===== src/rtl/paralelo_serial_tx_if.sv =====
// ============================================================================
// Module   : paralelo_serial_tx_if
// Purpose  : valid/ready word handshake into the paralelo_serial_tx serializer
// Revision : 1.0  initial release
// ============================================================================
`default_nettype none

interface paralelo_serial_tx_if #(
  parameter int WIDTH = 8
);
  logic [WIDTH-1:0] data_in;
  logic             valid_in;
  logic             ready_out;

  modport master (output data_in, output valid_in, input ready_out);
  modport slave  (input data_in, input valid_in, output ready_out);
endinterface

`default_nettype wire


===== src/rtl/paralelo_serial_tx.sv =====
// ============================================================================
// Module   : paralelo_serial_tx
// Purpose  : MSB-first word serializer with COM training run and 1-entry buffer
// Revision : 1.0  initial release
// ============================================================================
`default_nettype none

module paralelo_serial_tx #(
  parameter int               WIDTH = 8,
  parameter logic [WIDTH-1:0] COM   = 8'hBC,
  parameter logic [WIDTH-1:0] IDLE  = 8'h7C,
  parameter int               N_COM = 4
) (
  input  wire logic           clk_32f,
  input  wire logic           reset,
  paralelo_serial_tx_if.slave up,
  output logic                data_out,
  output logic                word_start,
  output logic                active,
  output logic [3:0]          com_cnt_out
);

  localparam int               CNT_W   = (WIDTH > 1) ? $clog2(WIDTH) : 1;
  localparam logic [CNT_W-1:0] C_LAST  = CNT_W'(WIDTH - 1);
  localparam logic [CNT_W-1:0] C_PEN   = CNT_W'(WIDTH - 2);
  localparam logic [CNT_W-1:0] C_ONE   = CNT_W'(1);
  localparam logic [3:0]       C_NCOM  = 4'(N_COM);

  typedef enum logic [1:0] {
    ST_RST    = 2'd0,
    ST_TRAIN  = 2'd1,
    ST_ACTIVE = 2'd2
  } state_t;

  state_t            state_q,      state_d;
  logic [CNT_W-1:0]  bit_cnt_q,    bit_cnt_d;
  logic [WIDTH-1:0]  shreg_q,      shreg_d;
  logic              data_out_q,   data_out_d;
  logic              word_start_q, word_start_d;
  logic [3:0]        com_cnt_q,    com_cnt_d;
  logic              buf_full_q,   buf_full_d;
  logic [WIDTH-1:0]  buffer_q,     buffer_d;

  logic              w_load;
  logic              w_ready;
  logic              w_xfer;
  logic [WIDTH-1:0]  w_next_word;
  logic [CNT_W-1:0]  w_bit_idx;

  assign w_ready   = (state_q != ST_RST) && !buf_full_q;
  assign w_xfer    = up.valid_in && w_ready;
  assign w_load    = (state_q == ST_RST) || (bit_cnt_q == C_LAST);
  assign w_bit_idx = C_PEN - bit_cnt_q;

  always_comb begin
    state_d      = state_q;
    bit_cnt_d    = bit_cnt_q;
    shreg_d      = shreg_q;
    data_out_d   = data_out_q;
    word_start_d = 1'b0;
    com_cnt_d    = com_cnt_q;
    buf_full_d   = buf_full_q;
    buffer_d     = buffer_q;
    w_next_word  = IDLE;

    if (w_load) begin
      // Training has priority; once COMs are done, the buffer drains before IDLE.
      if ((state_q != ST_ACTIVE) && (com_cnt_q < C_NCOM)) begin
        w_next_word = COM;
        com_cnt_d   = com_cnt_q + 4'd1;
        state_d     = ST_TRAIN;
      end else begin
        state_d = ST_ACTIVE;
        if (buf_full_q) begin
          w_next_word = buffer_q;
          buf_full_d  = 1'b0;
        end
      end
      bit_cnt_d    = '0;
      shreg_d      = w_next_word;
      data_out_d   = w_next_word[WIDTH-1];
      word_start_d = 1'b1;
    end else begin
      bit_cnt_d  = bit_cnt_q + C_ONE;
      data_out_d = shreg_q[w_bit_idx];
    end

    // Cannot collide with a drain: ready is low whenever the buffer is full.
    if (w_xfer) begin
      buffer_d   = up.data_in;
      buf_full_d = 1'b1;
    end
  end

  always_ff @(posedge clk_32f) begin
    if (reset) begin
      state_q      <= ST_RST;
      bit_cnt_q    <= '0;
      shreg_q      <= '0;
      data_out_q   <= 1'b0;
      word_start_q <= 1'b0;
      com_cnt_q    <= 4'd0;
      buf_full_q   <= 1'b0;
      buffer_q     <= '0;
    end else begin
      state_q      <= state_d;
      bit_cnt_q    <= bit_cnt_d;
      shreg_q      <= shreg_d;
      data_out_q   <= data_out_d;
      word_start_q <= word_start_d;
      com_cnt_q    <= com_cnt_d;
      buf_full_q   <= buf_full_d;
      buffer_q     <= buffer_d;
    end
  end

  assign up.ready_out  = w_ready;
  assign data_out      = data_out_q;
  assign word_start    = word_start_q;
  assign active        = (state_q == ST_ACTIVE);
  assign com_cnt_out   = com_cnt_q;

endmodule

`default_nettype wire

===== src/flat_wrapper.sv =====
// flat-port wrapper written by rule: the top's interface ports become plain ports
module paralelo_serial_tx_flat 
#(
  parameter int               WIDTH = 8,
  parameter logic [WIDTH-1:0] COM   = 8'hBC,
  parameter logic [WIDTH-1:0] IDLE  = 8'h7C,
  parameter int               N_COM = 4
)
  (clk_32f, reset, data_out, word_start, active, com_cnt_out, up_data_in, up_valid_in, up_ready_out);
  paralelo_serial_tx_if #(.WIDTH(WIDTH)) up_i ();
  input  wire logic clk_32f;
  input  wire logic reset;
  output logic data_out;
  output logic word_start;
  output logic active;
  output logic [3:0] com_cnt_out;
  input wire logic [$bits(up_i.data_in)-1:0] up_data_in;
  input wire logic [$bits(up_i.valid_in)-1:0] up_valid_in;
  output wire logic [$bits(up_i.ready_out)-1:0] up_ready_out;
  assign up_i.data_in = up_data_in;
  assign up_i.valid_in = up_valid_in;
  assign up_ready_out = up_i.ready_out;
  paralelo_serial_tx #(.WIDTH(WIDTH), .COM(COM), .IDLE(IDLE), .N_COM(N_COM)) u_core (.clk_32f(clk_32f), .reset(reset), .up(up_i), .data_out(data_out), .word_start(word_start), .active(active), .com_cnt_out(com_cnt_out));
endmodule

===== config.mk =====
export PLATFORM = sky130hd
export DESIGN_NAME = paralelo_serial_tx_flat
export DESIGN_NICKNAME = d
export VERILOG_FILES = /design/src/rtl/paralelo_serial_tx_if.sv /design/src/rtl/paralelo_serial_tx.sv /design/src/flat_wrapper.sv
export SDC_FILE = /design/constraint.sdc
export NUM_CORES = 1
export LEC_CHECK = 0
export ABC_AREA = 1
export CAP_MARGIN = 20
export CELL_PAD_IN_SITES_DETAIL_PLACEMENT = 0
export CELL_PAD_IN_SITES_GLOBAL_PLACEMENT = 1
export CORE_MARGIN = 2
export CORE_UTILIZATION = 40
export DETAILED_ROUTE_END_ITERATION = 8
export GPL_TIMING_DRIVEN = 0
export PLACE_DENSITY_LB_ADDON = 0.1
export SYNTH_ARGS = -nofsm -noshare
export SYNTH_HDL_FRONTEND = slang
export SYNTH_SLANG_ARGS = --single-unit

===== constraint.sdc =====
create_clock -name clk_32f -period 2.1 [get_ports clk_32f]
set_input_delay 0.315 -clock clk_32f [delete_from_list [all_inputs] [get_ports clk_32f]]
set_output_delay 0.315 -clock clk_32f [all_outputs]
set_load 0.01 [all_outputs]

Word level (Yosys, flattened, before mapping)
Index checks and enable logic that the tools add are counted.

word-level totals
  register bits after elaboration = 28
  bits in latches = 0
  memory bits (writable) = 0
  memory bits (read-only) = 0
  input bits = 11
  memories kept = 0

operators by class
  add/subtract/negate cells = 3
  multiply operators = 0
  divide/modulo/power cells = 0
  order comparisons = 2
  equality and inequality tests = 4
  shifts and indexed selects = 0
  mux-type cells = 10
  bitwise operators = 0
  reductions and logical operators = 11

operators by type and width
  operator             count
  $mux 8               2
  $mux 1               6
  $add 4x1->4 const B  1
  $lt 3x4->1 const B   1
  $lt 4x3->1 const B   1
  $reduce_and 2->1     2
  $reduce_bool 2->1    2
  $add 3x1->3 const B  1
  $bmux 1 s3           1
  $eq 3x3->1 const B   1
  $logic_and 1x1->1    3
  $sub 3x3->3 const A  1
  $eq 2x2->1 const B   1
  $logic_not 2->1      1
  $mux 2               1
  $ne 2x1->1 const B   1
  $ne 2x2->1 const B   1
  $reduce_or 2->1      1
  $logic_not 1->1      1
  $logic_or 1x1->1     1

Depth between registers and ports, before layout
Gate-level depths: netlist of run 1.

  depth in word-level cells = 5
  mapped depth = 9
  gate-level depth less buffers = 9

Worst setup path after synthesis of run 1
OpenSTA, ideal clock, no wires.

  kind = reg-to-reg
  start point = register u_core.bit_cnt_q[0]
  end point = register u_core.shreg_q[3]
  library setup time = 69 ps
  arrival time = 1209 ps
  required time = 2031 ps
  path slack = 822 ps
  stages on the path, launching flop included = 9
  path through = dfxtp_1 > ha_1 > ha_1 > inv_1 > nand2_2 > nor2_2 > inv_2 > buf_6 > o21ai_1

on the way
  cells in the longest elaborated chain, start to end = 2

ends and longest elaborated chain
  element                   line                       text
  start: declaration        paralelo_serial_tx.sv:36   logic [CNT_W-1:0] bit_cnt_q, bit_cnt_d;
  start signal: assignment  paralelo_serial_tx.sv:107  bit_cnt_q <= bit_cnt_d;
  $eq 3x3->1                paralelo_serial_tx.sv:52   assign w_load = (state_q == ST_RST) || (bit_cnt_q == C_LAST);
  $logic_or 1x1->1          paralelo_serial_tx.sv:52
  end signal: assignment    paralelo_serial_tx.sv:108  shreg_q <= shreg_d;
  end: declaration          paralelo_serial_tx.sv:37   logic [WIDTH-1:0] shreg_q, shreg_d;

No other way between the ends.
A chain may end at the register's enable or synchronous reset.

Final worst setup path of run 1
  start point = register u_core.state_q[0]
  end point = output up_ready_out

on the way
  cells in the longest elaborated chain, start to end = 2

ends and longest elaborated chain
  element                   line                       text
  start: declaration        paralelo_serial_tx.sv:35   state_t state_q, state_d;
  start signal: assignment  paralelo_serial_tx.sv:106  state_q <= state_d;
  $reduce_bool 2->1         paralelo_serial_tx.sv:50   assign w_ready = (state_q != ST_RST) && !buf_full_q;
  $logic_and 1x1->1         paralelo_serial_tx.sv:50
  end: declaration          flat_wrapper.sv:19         output wire logic [$bits(up_i.ready_out)-1:0] up_ready_out;

No other way between the ends.

==> results of run 1 <==
[flip-flops by register name, indices dropped and copies added (netlist names)]
register	count
u_core.bit_cnt_q	3
u_core.buf_full_q	1
u_core.buffer_q	8
u_core.com_cnt_out	4
u_core.data_out	1
u_core.shreg_q	8
u_core.state_q	2
u_core.word_start	1
[tightest hold or removal path, delay by kind of cell]
family	cells	cell delay, ns
buffers and inverters	1	0.20
and+or+nand+nor	1	0.14
AOI/OAI and AO/OA	1	0.06
[where the power goes]
group	internal [mW]	switching, mW	total, mW
combinational	0.199	0.269	0.468
clock	0.0670	0.142	0.209
sequential	0.628	0.0505	0.678
[routing by layer]
metal  part of all wire, %  wire, um
met1                    50      1050
met2                    45       951
met3                   4.3        91
met4                  0.67        14
met5                     0         0
[worst min path at each step]
stage	endpoint	slack (ns)
2_1_floorplan	u_core.buf_full_q$_SDFFE_PP0P_	0.38
3_3_place_gp	u_core.com_cnt_out[3]$_SDFFE_PP0P_	0.45
3_5_place_dp	u_core.buffer_q[3]$_SDFFE_PP0P_	0.45
4_1_cts	u_core.buffer_q[7]$_SDFFE_PP0P_	0.43
5_1_grt	u_core.buffer_q[1]$_SDFFE_PP0P_	0.42
6_report	u_core.buffer_q[7]$_SDFFE_PP0P_	0.43
[area by class of cell]
type / count / area share (%)
sequential: 28 / 40.9
clock buffer: 3 / 1.64
timing repair buffer: 17 / 12.4
multi-input combinational: 93 / 34.5
inverter: 22 / 6.02
buffer: 4 / 1.73
tap: 31 / 2.83
[kinds of logic after synthesis]
group	synth area share, %
fa+ha+maj	3.29
buf+inv	9.33
compound gates	14.8
simple gates	23.4
flops	49.2
[cell usage in the layout, fill, tap and decap left out, drive strengths merged]
master	netlist	final
nand2	30	30
dfxtp	28	28
inv	22	22
nand3	18	18
clkdlybuf4s50	0	17
o21ai	16	16
nor2	13	13
a21oi	12	12
clkbuf	1	4
ha	3	3
buf	3	3
o22ai	1	1
==> results by group, run 1 <==
Run status
  • Status: completed

Yosys
  • Synth Instances: 147
  • Synth cell count leaders: dfxtp_1, nand2_1, inv_1
  • Ys Warns: 0
  • Synth top area share: 49.2%
  • EDFF count, synth: 0
  • Mapped cell area: 1140 um^2
  • Syn_nets: 161
  • Synth cell types: 20
  • Dominant cells by area after synthesis: dfxtp_1, nand2_1, nand3_1
  • Post-Syn Area per Cell: 7.75 um^2
  • Seq cells post-synth: 28
  • Post-synthesis sequential area ratio: 49.2%
  • Synth async-reset ratio: 0%
  • Commonest register cell after synthesis: dfxtp_1
  • Post-synth top area cell: dfxtp_1

Global route
  • Top Usage Layer GRT: met2
  • Grt total ovfl: 0
  • Met3 usage: 2.72%
  • Met1 Use GR: 18.5%
  • Largest net degree at the start of global routing: 15
  • Initial antenna violation count: 0
  • First-pass GRT wire length: 3590 um
  • GRT Overall Usage: 13.7%
  • Number of global-route vias before repair: 882
  • GR met2 Demand/Resource: 22.1%

Clocking
  • Post-CTS setup buffers: 0
  • CTS root buf: clkbuf_4
  • Worst-Skew Late Latency: 0.31 ns
  • Maximum buffer depth of the clock tree: 2
  • H-tree Lvls: 1
  • Post-CTS Hold Buffers: 0
  • PostCTS Resize Cnt: 0
  • CTS clk-pin slew, worst paths: 0.14 ns
  • TritonCTS Sinks: 28
  • CTS tree: yes
  • Num CTS Buffers: 3

STA
  • Fin crit share: 95.7%
  • Worst slew pin tran: 0.431 ns
  • Slew Limit Fails: 0
  • Max Freq: 497 MHz
  • Final min period: 2.01 ns
  • Setup_tns: 0 ns
  • RSZ-0062 raised after global routing: no
  • Final hold vios: 0
  • Slew HR: 71.3%
  • Setup Viol. Count Final: 0
  • Worst clock skew: 0.00491 ns
  • Worst setup margin: 0.0895 ns
  • Min Hold Slack: 0.433 ns

Placement
  • Placed instance area: 1350 um^2
  • Placed insts: 195
  • Setup WS pre-CTS: 0.467 ns
  • Post-DP HPWL: 1600 um
  • I/O Buffers: 17
  • Placer Congestion: 0.797

Critical path
  • Reg2reg start: u_core.bit_cnt_q[0]$_SDFF_PP0_
  • Worst path slowest cell: clkdlybuf4s50_1
  • Crit-path max FO: 10
  • Nature of the critical path startpoint: flop
  • Critical path's top delay family: buffers and inverters
  • Crit-path max cell delay: 0.61 ns
  • Req. time, crit path: 1.78 ns
  • Crit path buf inv count: 2
  • Endpoint class of the critical path: primary output
  • CP Launch Point: u_core.state_q[0]$_SDFFE_PP0P_
  • CP endpoint: up_ready_out
  • R2r setup slk: 0.59 ns
  • Crit-path cells: inv_2 -> a21oi_4 -> clkdlybuf4s50_1
  • Setup CP Type: reg2out
  • R2R depth: 8
  • CP arrival: 1.70 ns
  • Critical path depth in cells: 3
  • RR Endpoint: u_core.shreg_q[6]$_SDFFE_PP0P_

Route
  • First-pass iteration count of the detailed router: 4
  • Initial drt markers: 35
  • Via count: 962
  • # DRC: 0
  • Antenna Violating Nets Remaining: 0
  • Wire per inst: 10.6 um
  • Vias/cell: 4.86
  • Wirelength, routed: 2100 um

Layout
  • Final nets: 183
  • Diode count: 0
  • Storage element area: 561 um^2
  • Footprint of the multi-input gates: 473 um^2
  • Fillers: 280
  • P&R area growth vs syn: 20.3%
  • Post-route core utilization: 50.2%
  • Non-Filler Instances: 198
  • Design area: 1370 um^2
  • Layout cell share with drive strength beyond 1: 9.58%

Floorplan
  • Die width: 57.4 um
  • DIE AREA: 3290 um^2
  • Number of placement rows: 19
  • Die H: 57.4 um
  • IO Count: 19
  • Starting Density: 41.7%
  • Core footprint: 2730 um^2

Hold path
  • HP Class: in2reg
  • Hold_sp: up_valid_in
  • Worst hold stages: 3

Power
  • Total power: 1.35 mW
  • PD cells: 988 nW/um^2
  • Worst vdd ir: 0.000461 V
  • Leak: 0.574 nW

Run
  • Max_cap viols: 0
Note: power is estimated with default switching activity, not from simulation.
==> run 2, diff against run 1 <==
Settings changed: CORE_MARGIN 2 to 8, HOLD_SLACK_MARGIN set to 0.03.
==> run 2 against run 1 <==
Compared with the run above: cell area is 3.2% higher; critical endpoint unchanged; power grew 6.7%; via count shrank 0.31%.
==> results by group, run 2 (synthesized netlist as in run 1, its figures left out) <==
Layout
  • Final nets: 187 (was 183)
  • P&R area growth vs syn: 24.1% (was 20.3%)
  • Most frequent cells in the layout: nand2_1, dfxtp_1, inv_1 (unchanged)
  • Diode count: 0 (unchanged)
  • Layout cell share with drive strength beyond 1: 12.2% (was 9.58%)
  • Fillers: 282 (was 280)

Route
  • Initial drt markers: 34 (was 35)
  • First-pass iteration count of the detailed router: 4 (unchanged)
  • Wire per inst: 11.3 um (was 10.6 um)
  • # DRC: 0 (unchanged)
  • Wirelength, routed: 2290 um (was 2100 um)
  • Vias/cell: 4.72 (was 4.86)
  • Via count: 959 (was 962)
  • Antenna Violating Nets Remaining: 0 (unchanged)

STA
  • Worst slew pin tran: 0.434 ns (was 0.431 ns)
  • RSZ-0062 raised after global routing: no (unchanged)
  • Setup_tns: 0 ns (unchanged)
  • Worst clock skew: 0.00107 ns (was 0.00491 ns)
  • Min Hold Slack: 0.427 ns (was 0.433 ns)
  • Final min period: 1.89 ns (was 2.01 ns)
  • Final hold vios: 0 (unchanged)
  • Slew HR: 71.0% (was 71.3%)
  • Fin crit share: 90.0% (was 95.7%)
  • Max Freq: 529 MHz (was 497 MHz)
  • Slew Limit Fails: 0 (unchanged)
  • Setup Viol. Count Final: 0 (unchanged)

Clocking
  • Post-CTS Hold Buffers: 0 (unchanged)
  • CTS tree: yes (unchanged)
  • Num CTS Buffers: 3 (unchanged)
  • CTS root buf: clkbuf_4 (unchanged)
  • H-tree Lvls: 1 (unchanged)
  • TritonCTS Sinks: 28 (unchanged)
  • Worst-Skew Late Latency: 0.32 ns (was 0.31 ns)
  • CTS clk-pin slew, worst paths: 0.14 ns (about the same)
  • Maximum buffer depth of the clock tree: 2 (unchanged)

Floorplan
  • Die width: 69.4 um (was 57.4 um)
  • Core footprint: 2730 um^2 (unchanged)
  • IO Count: 19 (unchanged)
  • Starting Density: 41.7% (unchanged)
  • DIE AREA: 4810 um^2 (was 3290 um^2)
  • Number of placement rows: 19 (unchanged)
  • Die H: 69.4 um (was 57.4 um)

Global route
  • GRT Overall Usage: 9.31% (was 13.7%)
  • Grt total ovfl: 0 (unchanged)
  • Largest net degree at the start of global routing: 16 (was 15)
  • Initial antenna violation count: 0 (unchanged)
  • First-pass GRT wire length: 3860 um (was 3590 um)
  • Number of global-route vias before repair: 898 (was 882)

Run
  • Max_cap viols: 0 (unchanged)

Hold path
  • HP Class: in2reg (unchanged)

Power
  • Total power: 1.45 mW (was 1.35 mW)
  • Leak: 0.602 nW (was 0.574 nW)
  • Worst vdd ir: 0.000565 V (was 0.000461 V)
  • PD cells: 1020 nW/um^2 (was 988 nW/um^2)

Critical path
  • Crit path buf inv count: 2 (unchanged)
  • Nature of the critical path startpoint: flop (unchanged)
  • CP arrival: 1.58 ns (was 1.70 ns)
  • Critical path's top delay family: buffers and inverters (unchanged)
  • Setup CP Type: reg2out (unchanged)
  • Worst path slowest cell: clkdlybuf4s50_1 (unchanged)
  • Crit-path max FO: 6 (was 10)
  • Req. time, crit path: 1.78 ns (about the same)
  • Endpoint class of the critical path: primary output (unchanged)
  • Crit-path max cell delay: 0.57 ns (was 0.61 ns)
  • Crit-path cells: inv_2 -> a21oi_4 -> clkdlybuf4s50_1 (unchanged)

Placement
  • Post-DP HPWL: 1750 um (was 1600 um)
  • I/O Buffers: 17 (unchanged)
  • Placer Congestion: 0.710 (was 0.797)

Run status
  • Status: completed (unchanged)
## run 2: changes by cell type in the layout (fill, tap and decap cells not counted)
cell / previous run / this run
buf_4: 0 / 4
clkbuf_8: 0 / 1
## run 2: routing by layer
metal / vias up / GRT usage [%] / share of wire, %
met5: - / 0 / 0
met4: 0 / 4.10 / 1.6
met3: 4 / 2.15 / 3.5
met2: 19 / 14.1 / 44
met1: 418 / 12.1 / 51
li1: 518 / - / -
## run 2: power breakdown
group / internal [mW] / leakage, nW / total [mW] / switching [mW]
combinational: 0.233 / 0.351 / 0.512 / 0.278
sequential: 0.628 / 0.230 / 0.678 / 0.0503
clock: 0.106 / 0.0210 / 0.257 / 0.151
## run 2: area by class of cell
class                      instances  area (um^2)  area share [%]
buffer                             4         23.8            1.68
timing repair buffer              21          200            14.1
tap                               31         38.8            2.74
inverter                          22         82.6            5.84
clock buffer                       4         36.3            2.56
multi-input combinational         93          473            33.4
sequential                        28          561            39.6
## run 2: repair_timing
action | 4_1_cts | 5_1_grt
resized for setup | 0 | 0
setup buffers | 0 | 4
endpoints found under the setup margin | 0 | 1
## run 2: worst paths after layout
| check | end | slack (ns) | cells after the start | startpoint |
|---|---|---|---|---|
| max reg2reg | u_core.shreg_q[6]$_SDFFE_PP0P_ | 0.59 | 8 | u_core.bit_cnt_q[0]$_SDFF_PP0_ |
| min | u_core.buffer_q[0]$_SDFFE_PP0P_ | 0.43 | 3 | up_valid_in |
| max | up_ready_out | 0.21 | 3 | u_core.state_q[0]$_SDFFE_PP0P_ |
| min reg2reg | u_core.shreg_q[3]$_SDFFE_PP0P_ | 0.47 | 2 | u_core.shreg_q[3]$_SDFFE_PP0P_ |
## run 2: per-stage QoR
step	std cells	cell area, um^2	utilization (%)	setup WS, ns
after detailed placement	195	1350	49.3	0.474
after CTS	199	1390	50.7	0.0779
after floorplan	147	1140	-	0.822
final	203	1420	51.8	0.210
after global placement	195	1350	49.3	0.464
after global routing	203	1420	51.8	0.105
## run 2: worst reg2reg max path, cell delays in order, from the launching register on
cell and delay, ns:
dfxtp_1 0.48, ha_1 0.19, ha_1 0.15, inv_1 0.05, nand2_2 0.11, nand2_1 0.11
nor2_1 0.16, o21ai_0 0.13, o21ai_2 0.07
==> run 3, diff against run 2 <==
Settings changed: SETUP_SLACK_MARGIN set to 0.15.
==> run 3 against run 2 <==
Compared with the run above: power decreased by 2.0%; non-clock buffer count decreased by 3; final cell count decreased by 1.5%; hold slack got worse by 0.0025 ns; global-route usage increased by 0.15 points; routed wire length increased by 0.52%; maximum frequency increased by 3.6%; clock skew about the same; largest cell class unchanged; largest power group unchanged; highest routed layer unchanged.
==> results by group, run 3 (synthesized netlist as in run 1, its figures left out) <==
Hold path
  • Worst hold stages: 3 (unchanged)
  • HP Class: in2reg (unchanged)
  • Hold Crit Endpoint: u_core.buffer_q[2]$_SDFFE_PP0P_ (was u_core.buffer_q[0]$_SDFFE_PP0P_)
  • Hold_sp: up_valid_in (unchanged)

Critical path
  • Req. time, crit path: 1.78 ns (about the same)
  • R2R depth: 8 (unchanged)
  • R2r setup slk: 0.60 ns (was 0.59 ns)
  • Endpoint class of the critical path: primary output (unchanged)
  • Crit-path max FO: 4 (was 6)
  • CP arrival: 1.51 ns (was 1.58 ns)
  • Reg2reg start: u_core.bit_cnt_q[0]$_SDFF_PP0_ (unchanged)
  • Setup CP Type: reg2out (unchanged)
  • Nature of the critical path startpoint: flop (unchanged)
  • RR Endpoint: u_core.shreg_q[6]$_SDFFE_PP0P_ (unchanged)

Global route
  • Initial antenna violation count: 0 (unchanged)
  • Grt total ovfl: 0 (unchanged)
  • First-pass GRT wire length: 3910 um (was 3860 um)
  • Number of global-route vias before repair: 919 (was 898)
  • Largest net degree at the start of global routing: 16 (unchanged)
  • GRT Overall Usage: 9.46% (was 9.31%)

Placement
  • Placed insts: 195 (unchanged)
  • Setup WS pre-CTS: 0.474 ns (unchanged)
  • Post-DP HPWL: 1750 um (unchanged)
  • Placed instance area: 1350 um^2 (unchanged)
  • Placer Congestion: 0.710 (unchanged)
  • I/O Buffers: 17 (unchanged)

Route
  • Via count: 955 (was 959)
  • Initial drt markers: 36 (was 34)
  • Vias/cell: 4.78 (was 4.72)
  • Antenna Violating Nets Remaining: 0 (unchanged)
  • First-pass iteration count of the detailed router: 4 (unchanged)
  • Wire per inst: 11.5 um (was 11.3 um)
  • # DRC: 0 (unchanged)
  • Wirelength, routed: 2300 um (was 2290 um)

Clocking
  • Num CTS Buffers: 3 (unchanged)
  • Post-CTS Hold Buffers: 0 (unchanged)
  • TritonCTS Sinks: 28 (unchanged)
  • Maximum buffer depth of the clock tree: 2 (unchanged)
  • H-tree Lvls: 1 (unchanged)
  • CTS tree: yes (unchanged)
  • CTS root buf: clkbuf_4 (unchanged)
  • CTS clk-pin slew, worst paths: 0.14 ns (about the same)
  • Worst-Skew Late Latency: 0.32 ns (about the same)

STA
  • Setup_tns: 0 ns (unchanged)
  • Setup Viol. Count Final: 0 (unchanged)
  • Fin crit share: 86.9% (was 90.0%)
  • Slew Limit Fails: 0 (unchanged)
  • Worst slew pin tran: 0.432 ns (was 0.434 ns)
  • Min Hold Slack: 0.425 ns (was 0.427 ns)
  • Worst clock skew: 0.00128 ns (was 0.00107 ns)
  • Worst setup margin: 0.275 ns (was 0.210 ns)
  • Slew HR: 71.2% (was 71.0%)
  • RSZ-0062 raised after global routing: no (unchanged)
  • Final hold vios: 0 (unchanged)
  • Final min period: 1.83 ns (was 1.89 ns)
  • Max Freq: 548 MHz (was 529 MHz)

Power
  • Leak: 0.586 nW (was 0.602 nW)
  • Net Switching: 475 uW (was 479 uW)
  • Cell internal pwr: 943 uW (was 967 uW)
  • Sw Share: 33.5% (was 33.1%)
  • Worst vdd ir: 0.000509 V (was 0.000565 V)
  • Clk pwr share: 18.1% (was 17.7%)
  • PD cells: 1020 nW/um^2 (about the same)
  • Total power: 1.42 mW (was 1.45 mW)
  • Logic pwr share: 34.1% (was 35.4%)
  • Sequential group share of total power: 47.8% (was 46.9%)

Floorplan
  • Core footprint: 2730 um^2 (unchanged)
  • DIE AREA: 4810 um^2 (unchanged)
  • Starting Density: 41.7% (unchanged)
  • Number of placement rows: 19 (unchanged)
  • Die H: 69.4 um (unchanged)
  • IO Count: 19 (unchanged)
  • Die width: 69.4 um (unchanged)

Layout
  • Final nets: 184 (was 187)
  • Most frequent cells in the layout: nand2_1, dfxtp_1, inv_1 (unchanged)
  • Diode count: 0 (unchanged)
  • Design area: 1390 um^2 (was 1420 um^2)
  • P&R area growth vs syn: 22.2% (was 24.1%)
  • Post-route core utilization: 50.9% (was 51.8%)
  • Layout cell share with drive strength beyond 1: 10.7% (was 12.2%)
  • Non-Filler Instances: 200 (was 203)

Run
  • Max_cap viols: 0 (unchanged)

Run status
  • Status: completed (unchanged)
run 3: cell types whose count changed in the layout (fill, tap and decap cells not counted), sizes merged:
cell  change
buf       -3
run 3: worst max path at each step:
stage	depth (start not counted)	end	start	slack, ns
3_5_place_dp	3	up_ready_out	u_core.buf_full_q$_SDFFE_PP0P_	0.47
2_1_floorplan	8	u_core.shreg_q[3]$_SDFFE_PP0P_	u_core.bit_cnt_q[0]$_SDFF_PP0_	0.82
5_1_grt	3	up_ready_out	u_core.state_q[0]$_SDFFE_PP0P_	0.18
6_report	3	up_ready_out	u_core.state_q[0]$_SDFFE_PP0P_	0.27
3_3_place_gp	3	up_ready_out	u_core.state_q[0]$_SDFFE_PP0P_	0.46
4_1_cts	3	up_ready_out	u_core.state_q[0]$_SDFFE_PP0P_	0.24
run 3: timing repair:
item | CTS | global route
endpoints found under the setup margin | 1 | 0
gates resized for setup | 0 | 0
buffers inserted | 1 | 0
run 3: power groups by stage:
| stage | logic [mW] | registers, mW | clock network, mW |
|---|---|---|---|
| after CTS | 0.489 | 0.679 | 0.270 |
| after detailed placement | 0.473 | 0.691 | 0 |
| after global placement | 0.466 | 0.687 | 0 |
| after global routing | 0.544 | 0.691 | 0.293 |
| after floorplan | 0.296 | 0.696 | 0 |
| final | 0.484 | 0.677 | 0.256 |
run 3: layout make-up:
class,count,area [um^2]
Fill cell,285,1340
Sequential cell,28,561
Multi-Input combinational cell,93,473
Timing Repair Buffer,18,178
Inverter,22,82.6
Tap cell,31,38.8
Clock buffer,4,36.3
Buffer,4,23.8
run 3: critical path, stage by stage (launching register included):
cell             delay (ns)
dfxtp_1                0.41
inv_2                  0.07
a21oi_4                0.16
clkdlybuf4s50_1        0.56
run 3: layer usage:
layer / GRT usage (%) / vias to the layer above / wire [um]
met5: 0 / - / 0
met4: 4.10 / 0 / 36
met3: 2.15 / 4 / 92
met2: 14.8 / 23 / 1030
met1: 12.0 / 416 / 1150
li1: - / 512 / -
